--- src/rtl/regfile_wb_arbiter.sv ---
// Round-robin write-back arbiter in front of a register file, with a
// per-register outstanding-write scoreboard fed by the issue stage.
module regfile_wb_arbiter #(
  parameter int NREQ = 3,
  parameter int DW   = 32
) (
  input  logic                 clk,
  input  logic                 rst,
  input  logic [NREQ-1:0]      req_valid,
  input  logic [5*NREQ-1:0]    req_reg,
  input  logic [DW*NREQ-1:0]   req_data,
  output logic [NREQ-1:0]      req_ready,
  input  logic                 rsv_valid,
  input  logic [4:0]           rsv_reg,
  output logic                 regwrite,
  output logic [4:0]           write_reg,
  output logic [DW-1:0]        write_data,
  output logic [31:0]          pending,
  output logic                 zero_err
);

  logic [2:0]    r_ptr;
  logic [2:0]    w_sel;
  logic          w_acc;
  logic [3:0]    w_idx;
  logic [4:0]    w_reg;
  logic [DW-1:0] w_data;
  logic [2:0]    w_ptr_nxt;
  logic [31:0]   w_pend_nxt;

  // Search from r_ptr upward, wrapping; the first valid requester wins.
  always_comb begin
    w_acc = 1'b0;
    w_sel = '0;
    w_idx = '0;
    for (int k = 0; k < NREQ; k++) begin
      w_idx = {1'b0, r_ptr} + 4'(k);
      if (w_idx >= 4'(NREQ)) w_idx = w_idx - 4'(NREQ);
      for (int i = 0; i < NREQ; i++) begin
        if (!w_acc && (w_idx == 4'(i)) && req_valid[i]) begin
          w_acc = 1'b1;
          w_sel = 3'(i);
        end
      end
    end
    if (rst) w_acc = 1'b0;
  end

  always_comb begin
    req_ready = '0;
    w_reg     = '0;
    w_data    = '0;
    for (int i = 0; i < NREQ; i++) begin
      req_ready[i] = w_acc && (w_sel == 3'(i));
      if (w_sel == 3'(i)) begin
        w_reg  = req_reg[5*i +: 5];
        w_data = req_data[DW*i +: DW];
      end
    end
    w_ptr_nxt = (w_sel == 3'(NREQ-1)) ? 3'd0 : w_sel + 3'd1;
  end

  // Set is applied after clear so a new producer wins over a retiring write.
  always_comb begin
    w_pend_nxt = pending;
    if (regwrite) w_pend_nxt[write_reg] = 1'b0;
    if (rsv_valid && (rsv_reg != 5'd0)) w_pend_nxt[rsv_reg] = 1'b1;
    w_pend_nxt[0] = 1'b0;
  end

  always_ff @(posedge clk) begin
    if (rst) begin
      r_ptr      <= '0;
      regwrite   <= 1'b0;
      zero_err   <= 1'b0;
      write_reg  <= '0;
      write_data <= '0;
      pending    <= '0;
    end else begin
      regwrite <= w_acc && (w_reg != 5'd0);
      zero_err <= w_acc && (w_reg == 5'd0);
      if (w_acc) begin
        write_reg  <= w_reg;
        write_data <= w_data;
        r_ptr      <= w_ptr_nxt;
      end
      pending <= w_pend_nxt;
    end
  end

endmodule
--- config.mk ---
export PLATFORM = sky130hd
export DESIGN_NAME = regfile_wb_arbiter
export DESIGN_NICKNAME = d
export VERILOG_FILES = /design/src/rtl/regfile_wb_arbiter.sv
export SDC_FILE = /design/constraint.sdc
export NUM_CORES = 1
export LEC_CHECK = 0
export BUFFER_PORTS_ARGS = -buffer_cell sky130_fd_sc_hd__buf_2
export CORE_ASPECT_RATIO = 0.75
export CORE_MARGIN = 3
export CORE_UTILIZATION = 40
export DETAILED_ROUTE_END_ITERATION = 7
export PLACE_DENSITY = 0.78
export SLEW_MARGIN = 15
export SYNTH_ARGS = -nofsm -noshare
export SYNTH_HDL_FRONTEND = slang
export SYNTH_SLANG_ARGS = --single-unit
--- constraint.sdc ---
create_clock -name clk -period 6.85 [get_ports clk]
set_clock_uncertainty 0.1 [all_clocks]
set_input_delay 1.37 -clock clk [delete_from_list [all_inputs] [get_ports clk]]
set_output_delay 1.37 -clock clk [all_outputs]
set_load 0.05 [all_outputs]
==> flow_summary.ini <==
[synth]
synth-main-ff-cell = dfxtp_1
yosysWarningCount = 0
synthCells = 464
ys_seq_area_share_pct = 37.35
synth_fa_ha_area_share_pct = 3.518
synth-compound-area-share_pct = 28.88
synth_area_per_cell_sq_um = 8.432
synth-simple-area-share_pct = 22.61
synth_area_sq_um = 3913
synth_xor_area_share_pct = 0.2239
yosys_register_bits = 73
synthMuxAreaShare_pct = 2.335
synth-edff-count = 0
async_flop_share_pct = 0
synth.area.top_cells = dfxtp_1 (37%), nand2_1 (8.3%), a21oi_1 (6.7%)
synth_top_family_by_area = compound AO/OA/AOI/OAI gates
synth_top_area_cell = dfxtp_1
synth_cell_types = 63
synth_nets = 597
yosys.area.top_type_share_pct = 37.35

[cells_and_area]
diodes = 0
filler_cell_count = 853
fin_cells = 776
largest_register_ffs = 32
drive_gt1_share_pct = 35.65
final_area_sq_um = 5218
seqCellArea_sq_um = 1461
area_growth_pct = 33.35
multi_input_area_sq_um = 2256
final_common_cell = buf_2
final_util_pct = 56.28
fin_nets = 777
layout_common_cells = buf_2 (194), nand2_1 (87), dfxtp_1 (73), a21oi_1 (52), o21ai_0 (38)

[timing]
final.setup.tns_ns = 0
max_freq_ghz = 0.1653
setup_violations = 0
report.final.slew_viol_count = 0
worstMarginPinSlew_ns = 1.095
post-route-min-period_ns = 6.051
fin_ws_ns = 0.7992
maxSlewHeadroom_pct = 26.86
rsz0062_at_grt = no
finalCritPeriodShare_pct = 88.33
hold-worst-slack_ns = 0.3575
hold_viol_final = 0

[global_routing]
grt_first_pass_wirelength_mm = 20.67
grt_usage_pct = 23.06
gr-total-overflow = 0
grt_pass1_vias = 4295
grt_max_degree = 61
grt_antenna_before_repair = 0

[clock_tree]
holdBufCountCts = 0
numCtsBuffers = 9
clk_latency_ns = 0.33
h-tree-depth = 3
clk_pin_slew_ns = 0.06
cts_tree = done
cts_resized = 0
cts_root_buffer = clkbuf_16
cts_setup_buffers = 0
clock-sinks = 73
cts_max_path_buffers = 2

[floorplanning]
rows = 30
pin_count = 196
fp.dieH_um = 91.65
core_area_sq_um = 9271
dieArea_sq_um = 11020
die_x_um = 120.2
initial_utilization_pct = 42.20

[power]
p_comb_share_pct = 60.5
leakage_nw = 2.408
swShare_pct = 49.65
pwr-share-clk_pct = 17.0
net-switching-power_mw = 1.377
p_int_mw = 1.397
irDropWorstVdd_mv = 0.3669
p_per_area_nw_per_um2 = 531.7
seqPwrFrac_pct = 22.4
fin_total_pwr_mw = 2.774

[worst_setup_path]
worstPathCellList = inv_1 > ha_1 > or3b_4 > a2111oi_4 > a31oi_2 > o2111ai_2 > nand2_1 > nor4_4 > buf_4 > buf_2
cp_slowest_cell = dfxtp_1
worstSetupEndpointType = output port
cp_max_fo = 20
path_class = register to output port
startpoint_type = register
worst-path-buf-inv = 3
arrival_ns = 4.58
cp_top_family = simple AND/OR/NAND/NOR gates
cp.required_ns = 5.38
slowest_delay_ns = 0.67

[drt]
vias_per_cell = 5.697
dr.pass1.iters = 5
routed_wl_mm = 13.07
drt_iter0_drc = 337
final_antenna_net_count = 0
avgRoutedWirePerCell_um = 16.84
vias = 4421
drc = 0

[placed_design]
place.gp.congestion = 0.9024
dp_slack_ns = 1.158
placed_cell_area_sq_um = 4920
portBuffers = 194
hpwl_mm = 9.830
dp_cells = 761

[job]
drv_cap = 0

[status]
status = finished clean

[worst_hold_path]
holdCritPathClass = register to register
[power groups by stage]
stage	registers [mW]	clock network (mW)	logic, mW
4_1_cts	0.620	0.483	1.68
5_1_grt	0.634	0.498	1.81
2_1_floorplan	0.912	0	1.05
3_5_place_dp	0.628	0	1.67
6_report	0.622	0.472	1.68
3_3_place_gp	0.623	0	1.63
[synthesized netlist by cell type, types with 2 or more instances]
cell type,count
o31ai_1,2
ha_1,11
a311o_1,8
a22o_1,2
nor3b_1,9
buf_4,2
mux2i_1,8
inv_1,7
clkbuf_1,13
buf_1,3
buf_6,3
a31oi_1,2
nand3_1,3
and3b_1,3
a221o_1,2
nand3b_1,6
a21oi_1,52
nand4b_1,5
o21bai_1,2
o22ai_1,3
or3b_2,4
or3_1,2
a211oi_1,13
and3_1,5
a21o_1,4
nor3_1,7
dfxtp_1,73
o21ai_0,38
buf_2,9
a221oi_1,6
a22oi_1,2
nand2_1,87
nor2_1,20
nand2b_1,5
nor4_4,2
a222oi_1,14
[routing by layer]
layer	global-route usage [%]	part of all wire (%)	vias to the layer above
met5	0	0	-
met4	10.49	2.9	0
met3	4.501	8.5	27
met2	37.59	46	216
met1	29.58	42	2097
li1	-	-	2081
[worst register-to-register path: stages, from the launching register on]
cell and delay [ns]:
dfxtp_1 0.67, inv_1 0.19, ha_1 0.46, or3b_4 0.43, a2111oi_4 0.47, a31oi_2 0.11
o2111ai_2 0.33, nand2_1 0.67, a221oi_2 0.56, and3_1 0.24, and4_1 0.18
[area by class of cell]
cell class / count / share of cell area [%]
Sequential cell: 73 / 28.01
Inverter: 7 / 0.5036
Tap cell: 128 / 3.070
Timing Repair Buffer: 200 / 19.47
Multi-Input combinational cell: 353 / 43.24
Clock buffer: 13 / 4.988
Clock inverter: 2 / 0.7194
[path summary, 6_finish.rpt]
check / endpoint / slack (ns) / cells past startpoint / from
worst max-delay path: req_ready[0] / 0.80 / 10 / r_ptr[0]
worst min register to register: write_data[30] / 0.36 / 2 / write_data[30]
worst max register to register: zero_err / 2.39 / 10 / r_ptr[0]
worst min-delay path: write_data[30] / 0.36 / 2 / write_data[30]
[cell families after synthesis]
family / Yosys count
AND/OR/NAND/NOR: 168
AO/OA/AOI/OAI: 163
flip-flops: 73
buffers and inverters: 38
adder cells (fa/ha/maj): 11
multiplexers: 9
other: 1
XOR/XNOR: 1
Note: power is estimated with default switching activity, not from simulation.
